<file path="src/rtl/calltrace_dump_if.sv">
// Calltrace data/status port plus the outgoing byte stream, as seen by the dump engine.
interface calltrace_dump_if;
    logic        ct_wr_ctrl;
    logic [23:0] ct_ctrl;
    logic        ct_rd_data;
    logic [31:0] ct_data_in;
    logic [31:0] ct_status_in;
    logic [7:0]  tx_data;
    logic        tx_valid;
    logic        tx_ready;

    modport master (
        output ct_wr_ctrl, ct_ctrl, ct_rd_data, tx_data, tx_valid,
        input  ct_data_in, ct_status_in, tx_ready
    );

    modport slave (
        input  ct_wr_ctrl, ct_ctrl, ct_rd_data, tx_data, tx_valid,
        output ct_data_in, ct_status_in, tx_ready
    );
endinterface

</file>
<file path="src/rtl/calltrace_dump.sv">
// Freezes the calltrace stack, streams HEADER/count/entries/checksum as bytes, then releases the stack.
// Define CALLTRACE_DUMP_CLEAR_EN to clear the stack after the dump instead of unfreezing it.
module calltrace_dump #(
    parameter logic [7:0]  HEADER      = 8'hCA,
    parameter int unsigned MAX_ENTRIES = 64,
    parameter int unsigned DATA_WIDTH  = 24
) (
    input  logic              clk,
    input  logic              rst,
    input  logic              start,
    output logic              busy,
    output logic              done,
    calltrace_dump_if.master  bus
);

    localparam logic [23:0] FREEZE_WORD = 24'h000002;
`ifdef CALLTRACE_DUMP_CLEAR_EN
    localparam logic [23:0] REL_WORD    = 24'h000001;
`else
    localparam logic [23:0] REL_WORD    = 24'h000004;
`endif
    localparam logic [7:0]  MAX_CNT     = 8'(MAX_ENTRIES);

    typedef enum logic [3:0] {
        IDLE, FREEZE, WAIT2, SAMPLE, HDR, CNT, LOAD, SEND, GAP, CSUM, REL
    } state_t;

    state_t                  state_r, state_s;
    logic                    busy_r, busy_s;
    logic                    done_r, done_s;
    logic                    wr_ctrl_r, wr_ctrl_s;
    logic [23:0]             ctrl_r, ctrl_s;
    logic                    rd_data_r, rd_data_s;
    logic [7:0]              tx_data_r, tx_data_s;
    logic                    tx_valid_r, tx_valid_s;
    logic [7:0]              cnt_r, cnt_s;
    logic [7:0]              csum_r, csum_s;
    logic [DATA_WIDTH-1:0]   shreg_r, shreg_s;
    logic [1:0]              idx_r, idx_s;
    logic                    wait_r, wait_s;
    logic                    xfer_s;
    logic                    unused_bits;

    function automatic logic [7:0] clip_count(input logic [7:0] raw);
        return (raw > MAX_CNT) ? MAX_CNT : raw;
    endfunction

    assign xfer_s = tx_valid_r & bus.tx_ready;

    // Next state, datapath and output-register values
    always_comb begin
        state_s    = state_r;
        busy_s     = busy_r;
        done_s     = 1'b0;
        wr_ctrl_s  = 1'b0;
        ctrl_s     = 24'h000000;
        rd_data_s  = 1'b0;
        tx_data_s  = tx_data_r;
        tx_valid_s = tx_valid_r;
        cnt_s      = cnt_r;
        csum_s     = csum_r;
        shreg_s    = shreg_r;
        idx_s      = idx_r;
        wait_s     = wait_r;
        case (state_r)
            IDLE: begin
                if (start) begin
                    state_s   = FREEZE;
                    busy_s    = 1'b1;
                    wr_ctrl_s = 1'b1;
                    ctrl_s    = FREEZE_WORD;
                end else begin
                    state_s   = IDLE;
                end
            end
            FREEZE: begin
                state_s = WAIT2;
                wait_s  = 1'b0;
            end
            WAIT2: begin
                if (wait_r) begin
                    state_s = SAMPLE;
                end else begin
                    wait_s  = 1'b1;
                end
            end
            SAMPLE: begin
                cnt_s      = clip_count(bus.ct_status_in[15:8]);
                csum_s     = 8'h00;
                state_s    = HDR;
                tx_valid_s = 1'b1;
                tx_data_s  = HEADER;
            end
            HDR: begin
                if (xfer_s) begin
                    state_s   = CNT;
                    tx_data_s = cnt_r;
                end else begin
                    state_s   = HDR;
                end
            end
            CNT: begin
                if (xfer_s) begin
                    csum_s = csum_r ^ tx_data_r;
                    if (cnt_r != 8'd0) begin
                        state_s    = LOAD;
                        tx_valid_s = 1'b0;
                        rd_data_s  = 1'b1;
                    end else begin
                        state_s    = CSUM;
                        tx_data_s  = csum_r ^ tx_data_r;
                    end
                end else begin
                    state_s = CNT;
                end
            end
            // The read strobe is high during this cycle; the entry is captured before the stack advances
            LOAD: begin
                shreg_s    = bus.ct_data_in[DATA_WIDTH-1:0];
                cnt_s      = cnt_r - 8'd1;
                idx_s      = 2'd0;
                state_s    = SEND;
                tx_valid_s = 1'b1;
                tx_data_s  = bus.ct_data_in[23:16];
            end
            SEND: begin
                if (xfer_s) begin
                    csum_s = csum_r ^ tx_data_r;
                    if (idx_r == 2'd2) begin
                        if (cnt_r != 8'd0) begin
                            state_s    = GAP;
                            tx_valid_s = 1'b0;
                        end else begin
                            state_s    = CSUM;
                            tx_data_s  = csum_r ^ tx_data_r;
                        end
                    end else begin
                        idx_s     = idx_r + 2'd1;
                        tx_data_s = (idx_r == 2'd0) ? shreg_r[15:8] : shreg_r[7:0];
                    end
                end else begin
                    state_s = SEND;
                end
            end
            GAP: begin
                state_s   = LOAD;
                rd_data_s = 1'b1;
            end
            CSUM: begin
                if (xfer_s) begin
                    state_s    = REL;
                    tx_valid_s = 1'b0;
                    tx_data_s  = 8'h00;
                    wr_ctrl_s  = 1'b1;
                    ctrl_s     = REL_WORD;
                end else begin
                    state_s    = CSUM;
                end
            end
            REL: begin
                state_s = IDLE;
                busy_s  = 1'b0;
                done_s  = 1'b1;
            end
            default: begin
                state_s    = IDLE;
                busy_s     = 1'b0;
                tx_valid_s = 1'b0;
            end
        endcase
    end

    // State, datapath and output registers
    always_ff @(posedge clk) begin
        if (rst) begin
            state_r    <= IDLE;
            busy_r     <= 1'b0;
            done_r     <= 1'b0;
            wr_ctrl_r  <= 1'b0;
            ctrl_r     <= 24'h000000;
            rd_data_r  <= 1'b0;
            tx_data_r  <= 8'h00;
            tx_valid_r <= 1'b0;
            cnt_r      <= 8'h00;
            csum_r     <= 8'h00;
            shreg_r    <= '0;
            idx_r      <= 2'd0;
            wait_r     <= 1'b0;
        end else begin
            state_r    <= state_s;
            busy_r     <= busy_s;
            done_r     <= done_s;
            wr_ctrl_r  <= wr_ctrl_s;
            ctrl_r     <= ctrl_s;
            rd_data_r  <= rd_data_s;
            tx_data_r  <= tx_data_s;
            tx_valid_r <= tx_valid_s;
            cnt_r      <= cnt_s;
            csum_r     <= csum_s;
            shreg_r    <= shreg_s;
            idx_r      <= idx_s;
            wait_r     <= wait_s;
        end
    end

    assign busy           = busy_r;
    assign done           = done_r;
    assign bus.ct_wr_ctrl = wr_ctrl_r;
    assign bus.ct_ctrl    = ctrl_r;
    assign bus.ct_rd_data = rd_data_r;
    assign bus.tx_data    = tx_data_r;
    assign bus.tx_valid   = tx_valid_r;

    assign unused_bits = ^{bus.ct_data_in[31:24], bus.ct_status_in[31:16], bus.ct_status_in[7:0]};

endmodule
</file>
<file path="src/flat_wrapper.sv">
// flat-port wrapper written by rule: the top's interface ports become plain ports
module calltrace_dump_flat 
#(
    parameter logic [7:0]  HEADER      = 8'hCA,
    parameter int unsigned MAX_ENTRIES = 64,
    parameter int unsigned DATA_WIDTH  = 24
)
  (clk, rst, start, busy, done, bus_ct_wr_ctrl, bus_ct_ctrl, bus_ct_rd_data, bus_tx_data, bus_tx_valid, bus_ct_data_in, bus_ct_status_in, bus_tx_ready);
  calltrace_dump_if bus_i ();
  input  logic clk;
  input  logic rst;
  input  logic start;
  output logic busy;
  output logic done;
  output wire logic [$bits(bus_i.ct_wr_ctrl)-1:0] bus_ct_wr_ctrl;
  output wire logic [$bits(bus_i.ct_ctrl)-1:0] bus_ct_ctrl;
  output wire logic [$bits(bus_i.ct_rd_data)-1:0] bus_ct_rd_data;
  output wire logic [$bits(bus_i.tx_data)-1:0] bus_tx_data;
  output wire logic [$bits(bus_i.tx_valid)-1:0] bus_tx_valid;
  input wire logic [$bits(bus_i.ct_data_in)-1:0] bus_ct_data_in;
  input wire logic [$bits(bus_i.ct_status_in)-1:0] bus_ct_status_in;
  input wire logic [$bits(bus_i.tx_ready)-1:0] bus_tx_ready;
  assign bus_ct_wr_ctrl = bus_i.ct_wr_ctrl;
  assign bus_ct_ctrl = bus_i.ct_ctrl;
  assign bus_ct_rd_data = bus_i.ct_rd_data;
  assign bus_tx_data = bus_i.tx_data;
  assign bus_tx_valid = bus_i.tx_valid;
  assign bus_i.ct_data_in = bus_ct_data_in;
  assign bus_i.ct_status_in = bus_ct_status_in;
  assign bus_i.tx_ready = bus_tx_ready;
  calltrace_dump #(.HEADER(HEADER), .MAX_ENTRIES(MAX_ENTRIES), .DATA_WIDTH(DATA_WIDTH)) u_core (.clk(clk), .rst(rst), .start(start), .busy(busy), .done(done), .bus(bus_i));
endmodule
</file>
<file path="config.mk">
export PLATFORM = sky130hd
export DESIGN_NAME = calltrace_dump_flat
export DESIGN_NICKNAME = d
export VERILOG_FILES = /design/src/rtl/calltrace_dump_if.sv /design/src/rtl/calltrace_dump.sv /design/src/flat_wrapper.sv
export SDC_FILE = /design/constraint.sdc
export NUM_CORES = 1
export LEC_CHECK = 0
export BUFFER_PORTS_ARGS = -buffer_cell sky130_fd_sc_hd__buf_2
export CAP_MARGIN = 20
export CELL_PAD_IN_SITES_DETAIL_PLACEMENT = 2
export CELL_PAD_IN_SITES_GLOBAL_PLACEMENT = 2
export CORE_ASPECT_RATIO = 0.8
export CORE_MARGIN = 1
export CORE_UTILIZATION = 25
export DETAILED_ROUTE_END_ITERATION = 7
export PLACE_DENSITY_LB_ADDON = 0.25
export SYNTH_ARGS = -nofsm -noshare
export SYNTH_HDL_FRONTEND = slang
export SYNTH_SLANG_ARGS = --single-unit
</file>
<file path="constraint.sdc">
create_clock -name clk -period 1.9 [get_ports clk]
set_clock_uncertainty 0.1 [all_clocks]
set_input_delay 0 -clock clk [delete_from_list [all_inputs] [get_ports clk]]
set_output_delay 0 -clock clk [all_outputs]
set_load 0.05 [all_outputs]
</file>
==> qor.txt, run 1 <==
Starting DRC count in detailed routing -> 102
Post-synthesis compound-gate area fraction -> 24.6%
Vias in the first global route -> 3463
FILL cells -> 1433
Number of slew-limit violations in the final report -> 0
Vertical extent of the die -> 102 um
Routability congestion estimate -> 0.739
Post-synthesis async set-or-reset flop share -> 0%
Clk Tree Root Cell -> clkbuf_16
Post-Syn Area -> 3150 um2
Vias per std cell -> 5.05
Global Route Usage Sum -> 18.4%
Clock latency on the worst-skew pair -> 0.30 ns
Synthesized-area fraction occupied by and/or/nand/nor cells -> 23.2%
Number of warnings printed during yosys synthesis -> 0
Maximum clock path buffer count -> 2
Number of design rule violations left after detail routing -> 0
Area of the core region -> 12300 um2
Flip-flop and latch count after synthesis -> 54
Power share of the clock group -> 25.4%
Data arrival time of the worst path -> 2.00 ns
Prevailing post-synth register cell -> dfxtp_1
Detailed-route wire length -> 12100 um
Fraction of final layout cells with drive strength greater than 1 -> 25.7%
Count of different cell masters after synthesis -> 57
Total power per unit cell area -> 943 nW/um2
Post-DP HPWL -> 8460 um
WP data required -> 2.02 ns
Outcome -> finished clean
Detailed-routing iteration count for the pre-antenna-repair pass -> 4
Portion of netlist area occupied by mux cells -> 5.44%
X dimension of the die -> 128 um
Post-route total power -> 3.95 mW
Antenna Diode Count -> 0
CP Max Fanout -> 9
Number of nets at the end of the flow -> 556
Static leakage power -> 1.58 nW
Number of nets with antenna violations after routing -> 0
Maximum single-stage delay on the critical path -> 0.63 ns
RSZ-0062 raised after global routing -> true
Largest family of logic cells by synthesized area -> compound AO/OA/AOI/OAI gates
First-pass GRT wire length -> 18500 um
Cell with the biggest individual delay on the critical path -> or4_4
Register share of total power -> 35.7%
Peak VDD IR -> 408 uV
Portion of the post-synthesis area used by sequential elements -> 34.3%
Comb power frac -> 38.9%
Multi-input combinational cell area -> 1900 um2
Routed via count -> 3319
Setup crit end kind -> register
Overall overflow remaining after global route -> 0
Minimum setup slack after placement -> -0.104 ns
CTS tree -> built
Maximum number of pins on one net before global-route repair -> 34
Placement row count -> 36
Area of the die -> 13100 um2
Post-Synth XOR/XNOR Area -> 0.278%
CP startpoint kind -> register
Period minus WS final -> 1.88 ns
TritonCTS buffer count -> 5
Proportion of total power due to net switching -> 41.7%
Post-synthesis cell count -> 396
Number of hold violations in the final report -> 0
Io pins -> 105
Layout overhead on the synthesized area -> 32.8%
Count of endpoints failing setup in the final report -> 0
Class of the most critical hold timing path -> in -> reg
Antenna violations before repair -> 0
# port buffers -> 50
Syn Area/Cell -> 7.96 um2
Cell internal pwr -> 2.30 mW
Worst setup slack after layout -> 0.0157 ns
Average wire per cell in the routed design -> 18.4 um
Storage cell area -> 1090 um2
Clock sink count -> 54
Count of flip-flops with a built-in enable after synthesis -> 0
Type of the setup path with the least slack -> reg -> reg
Initial Util -> 25.7%
CTS H-tree lvls -> 2
Power spent charging and discharging nets -> 1.65 mW
Fraction of the mapped netlist area in adder cells -> 1.19%
Clk pin slew, worst setup/hold paths -> 0.08 ns
Highest clock frequency the design can meet -> 531 MHz
Max Cap Violations -> 0
Share of the cycle needed by the critical path after routing -> 99.2%
Worst path cell trace -> or4_4 -> nor4_1 -> o21ai_0 -> a311oi_1
[path summary, 6_finish.rpt]
check / cells after the start / slack (ns) / start / end
hold reg to reg: 2 / 0.36 / u_core.shreg_r[3] / u_core.shreg_r[3]
setup reg to reg: 4 / 0.02 / u_core.cnt_r[2] / u_core.bus.tx_data[4]
hold / removal: 2 / 0.01 / rst / u_core.busy
setup / recovery: 4 / 0.02 / u_core.cnt_r[2] / u_core.bus.tx_data[4]
[per-stage QoR]
step	utilization, %	hold slack, ns	instance area [um2]	std cells	setup TNS, ns
after global routing	34.2	0.0711	4190	657	-0.177
after detailed placement	30.2	0.151	3690	623	-0.671
after floorplan	-	0.0360	3230	417	0
after global placement	30.2	0.149	3690	623	0
after CTS	33.4	0.0287	4090	654	0
final	34.2	0.0125	4190	657	0
[state kept, by name, indices dropped and copies added, names as in the netlist]
signal / count
u_core.bus.ct_ctrl: 2
u_core.bus.ct_rd_data: 1
u_core.bus.ct_wr_ctrl: 1
u_core.bus.tx_data: 8
u_core.bus.tx_valid: 1
u_core.busy: 1
u_core.cnt_r: 8
u_core.csum_r: 8
u_core.done: 1
u_core.idx_r: 2
u_core.shreg_r: 16
u_core.state_r: 4
u_core.wait_r: 1
[layout by cell type (no fill, tap or decap), types with 8 or more instances in the layout]
cell           instances
dfxtp_1               48
buf_2                 50
nor2_1                15
dlygate4sd3_1         23
buf_4                 36
inv_1                  8
nand2_1               54
a311oi_1               9
nand3b_1              10
conb_1                22
mux2i_1               16
o31a_1                 8
nor3_1                20
o21ai_0               25
o22a_1                 8
a21oi_1               38
[synthesized netlist by cell type, types with 9 or more instances]
library cell,count,area share (%)
a21oi_1,40,6.3
mux2i_1,16,5.1
buf_4,22,5.2
nand3b_1,10,2.4
clkbuf_1,16,1.9
dfxtp_1,54,34
o21ai_0,27,4.3
nand2_1,55,6.5
a311oi_1,9,2.5
nor4_1,9,1.8
nor3_1,20,3.2
nor2_1,15,1.8
[critical path, delay by kind of cell, from the launching register on]
| kind | cells | cell delay [ns] |
|---|---|---|
| AND/OR/NAND/NOR | 2 | 0.90 |
| AO/OA/AOI/OAI | 2 | 0.43 |
| flip-flops | 1 | 0.37 |
[layout make-up]
type / instances / area share [%]
clock inverter: 3 / 0.687
clock buffer: 5 / 2.99
inverter: 8 / 0.717
multi-input combinational: 304 / 45.3
tap: 171 / 5.11
timing repair buffer: 112 / 19.2
sequential: 54 / 26.0
[power by group through the flow]
stage	logic (mW)	registers, mW	clock network, mW
2_1_floorplan	0.843	1.57	0
3_3_place_gp	1.39	1.41	0
3_5_place_dp	1.43	1.42	0
4_1_cts	1.48	1.39	1.04
5_1_grt	1.67	1.44	1.07
6_report	1.53	1.41	1.00
[cells by family after synthesis]
logic type | count (synthesis)
AOI/OAI and AO/OA | 119
xor gates and xnor gates | 1
adders and majority gates | 3
buffers and inverters | 61
DFF | 54
muxes | 17
other | 1
and+or+nand+nor | 140
[what timing repair did]
item / CTS / global route
setup endpoints to repair: 10 / 23
gates cloned: 0 / 2
buffers inserted: 0 / 1
hold buffers: 23 / 0
gates resized for setup: 2 / 22
pin swaps: 1 / 6
hold endpoints to repair: 23 / 0
[layer usage]
layer  vias up  GRT usage [%]  share of wire (%)
li1       1580              -                  -
met1      1650           24.4                 48
met2        77           31.7                 47
met3        12           2.83                4.0
met4         0           4.30                1.1
met5         -              0                  0
Note: power is estimated with default switching activity, not from simulation.
==> run 2, diff against run 1 <==
--- a/config.mk
+++ b/config.mk
@@ -6,12 +6,12 @@
 export NUM_CORES = 1
 export LEC_CHECK = 0
 export BUFFER_PORTS_ARGS = -buffer_cell sky130_fd_sc_hd__buf_2
-export CAP_MARGIN = 20
+export CAP_MARGIN = 0
 export CELL_PAD_IN_SITES_DETAIL_PLACEMENT = 2
 export CELL_PAD_IN_SITES_GLOBAL_PLACEMENT = 2
 export CORE_ASPECT_RATIO = 0.8
 export CORE_MARGIN = 1
-export CORE_UTILIZATION = 25
+export CORE_UTILIZATION = 30
 export DETAILED_ROUTE_END_ITERATION = 7
 export PLACE_DENSITY_LB_ADDON = 0.25
 export SYNTH_ARGS = -nofsm -noshare
==> constraint.sdc (replaced) <==
create_clock -name clk -period 2.4 [get_ports clk]
set_clock_uncertainty 0.1 [all_clocks]
set_input_delay 0 -clock clk [delete_from_list [all_inputs] [get_ports clk]]
set_output_delay 0 -clock clk [all_outputs]
set_load 0.05 [all_outputs]
==> qor.txt, run 2 (synthesized netlist as in run 1, its figures left out) <==
Outcome -> finished clean (unchanged)
Peak VDD IR -> 272 uV (was 408 uV)
Number of slew-limit violations in the final report -> 0 (unchanged)
Met2 wire length -> 4950 um (was 5630 um)
Number of hold violations in the final report -> 0 (unchanged)
Routed via count -> 3204 (was 3319)
Post-route design area -> 3860 um2 (was 4190 um2)
Clk Tree Root Cell -> clkbuf_16 (unchanged)
Flip-flop count of the largest register, all copies and words added -> 16 (unchanged)
Count of endpoints failing setup in the final report -> 0 (unchanged)
Vias per std cell -> 5.31 (was 5.05)
Static leakage power -> 1.43 nW (was 1.58 nW)
Final non-filler cell total -> 603 (was 657)
Setup crit end kind -> register (unchanged)
Data arrival time of the worst path -> 2.25 ns (was 2.00 ns)
Maximum number of pins on one net before global-route repair -> 51 (was 34)
Max_slew headroom -> 57.2%
Post CTS Setup Buffer Count -> 0 (unchanged)
# port buffers -> 50 (unchanged)
TritonCTS buffer count -> 5 (unchanged)
Placement row count -> 33 (was 36)
Number of nets at the end of the flow -> 533 (was 556)
Met3 wirelength from detailed routing -> 395 um (was 489 um)
Most frequent standard cell in the layout excluding fill and tap cells -> nand2_1 (unchanged)
Routability congestion estimate -> 0.758 (was 0.739)
End-of-flow core utilization -> 37.7% (was 34.2%)
Cell with the biggest individual delay on the critical path -> or4_2 (was or4_4)
Clock sink count -> 54 (unchanged)
WHS -> 0.0464 ns (was 0.0125 ns)
Clock latency on the worst-skew pair -> 0.30 ns (about the same)
First-pass GRT wire length -> 17300 um (was 18500 um)
Highest-count cells in the layout ignoring fill and taps -> 55 x nand2_1, 54 x dfxtp_1, 50 x buf_2, 40 x a21oi_1, 27 x o21ai_0 (was 54 x nand2_1, 50 x buf_2, 48 x dfxtp_1, 38 x a21oi_1, 36 x buf_4)
Type of the setup path with the least slack -> reg -> reg (unchanged)
CP startpoint kind -> register (unchanged)
Vias in the first global route -> 3222 (was 3463)
Max Cap Violations -> 0 (unchanged)
Antenna Diode Count -> 0 (unchanged)
Worst path cell trace -> and4bb_2 -> nand2_1 -> or4_2 -> a31oi_1 (was or4_4 -> nor4_1 -> o21ai_0 -> a311oi_1)
Io pins -> 105 (unchanged)
Area after detailed placement -> 3470 um2 (was 3690 um2)
WP data required -> 2.53 ns (was 2.02 ns)
RSZ-0062 raised after global routing -> false (was true)
Post-route total power -> 2.95 mW (was 3.95 mW)
Post-DP HPWL -> 7550 um (was 8460 um)
Total power per unit cell area -> 763 nW/um2 (was 943 nW/um2)
Number of design rule violations left after detail routing -> 0 (unchanged)
Initial Util -> 30.8% (was 25.7%)
Vertical extent of the die -> 93.7 um (was 102 um)
Detailed-routing iteration count for the pre-antenna-repair pass -> 4 (unchanged)
Average wire per cell in the routed design -> 17.9 um (was 18.4 um)
Worst Max-Slew Pin Slew -> 0.636 ns
Class of the most critical hold timing path -> in -> reg (unchanged)
Path depth of the worst reg2reg path -> 4 (unchanged)
CP Max Fanout -> 11 (was 9)
Detailed-route wire length -> 10800 um (was 12100 um)
Clk pin slew, worst setup/hold paths -> 0.08 ns (about the same)
Total negative slack for setup checks -> 0 ns (unchanged)
Placed insts -> 571 (was 623)
Antenna violations before repair -> 0 (unchanged)
Worst setup slack after layout -> 0.276 ns (was 0.0157 ns)
Uppermost routed layer -> met4 (unchanged)
X dimension of the die -> 117 um (was 128 um)
Highest clock frequency the design can meet -> 471 MHz (was 531 MHz)
Hold Path Cell Cnt -> 5 (was 2)
Period minus WS final -> 2.12 ns (was 1.88 ns)
Overall overflow remaining after global route -> 0 (unchanged)
Layout overhead on the synthesized area -> 22.5% (was 32.8%)
CTS tree -> built (unchanged)
Maximum clock path buffer count -> 2 (unchanged)
Area of the core region -> 10200 um2 (was 12300 um2)
Area of the die -> 10900 um2 (was 13100 um2)
Maximum single-stage delay on the critical path -> 0.59 ns (was 0.63 ns)
Share of the cycle needed by the critical path after routing -> 88.5% (was 99.2%)
Number of nets with antenna violations after routing -> 0 (unchanged)
Top register by number of flip-flops -> u_core.shreg_r (unchanged)
Global Route Usage Sum -> 20.9% (was 18.4%)
Fraction of final layout cells with drive strength greater than 1 -> 18.1% (was 25.7%)
Starting DRC count in detailed routing -> 155 (was 102)
Minimum setup slack after placement -> 0.274 ns (was -0.104 ns)
CTS H-tree lvls -> 2 (unchanged)
Routed met1 length -> 5350 um (was 5830 um)
-- run 2: path summary, 6_finish.rpt --
check | start | endpoint | slack (ns)
min | bus_ct_status_in[14] | u_core.cnt_r[2] | 0.05
max | u_core.state_r[2] | u_core.cnt_r[4] | 0.28
max reg2reg | u_core.state_r[2] | u_core.cnt_r[4] | 0.28
min reg2reg | u_core.shreg_r[13] | u_core.shreg_r[13] | 0.36
-- run 2: per-layer routing --
metal / global-route usage (%) / vias to the layer above
li1: - / 1527
met1: 29.7 / 1593
met2: 33.4 / 75
met3: 2.97 / 9
met4: 4.11 / 0
met5: 0 / -
-- run 2: what timing repair did --
item,4_1_cts,5_1_grt
resized for setup,0,0
hold buffers,24,0
hold endpoints to repair,24,0
-- run 2: report_power, final --
part	internal (mW)	total, mW	leakage, nW	switching, mW
Sequential	0.986	1.12	0.437	0.130
Combinational	0.349	1.06	0.923	0.714
Clock	0.394	0.769	0.0704	0.375
Total	1.73	2.95	1.43	1.22
-- run 2: cell type report --
class / instances / area [um2]
Timing Repair Buffer: 91 / 618
Clock inverter: 3 / 25.0
Multi-Input combinational cell: 302 / 1810
Clock buffer: 5 / 125
Tap cell: 140 / 175
Sequential cell: 54 / 1080
Fill cell: 1228 / 6380
Inverter: 8 / 30.0
-- run 2: critical path, delay by kind of cell, from the launching register on --
kind             cells  cell delay [ns]
AO/OA/AOI/OAI        1             0.17
flip-flops           1             0.58
AND/OR/NAND/NOR      3             1.21
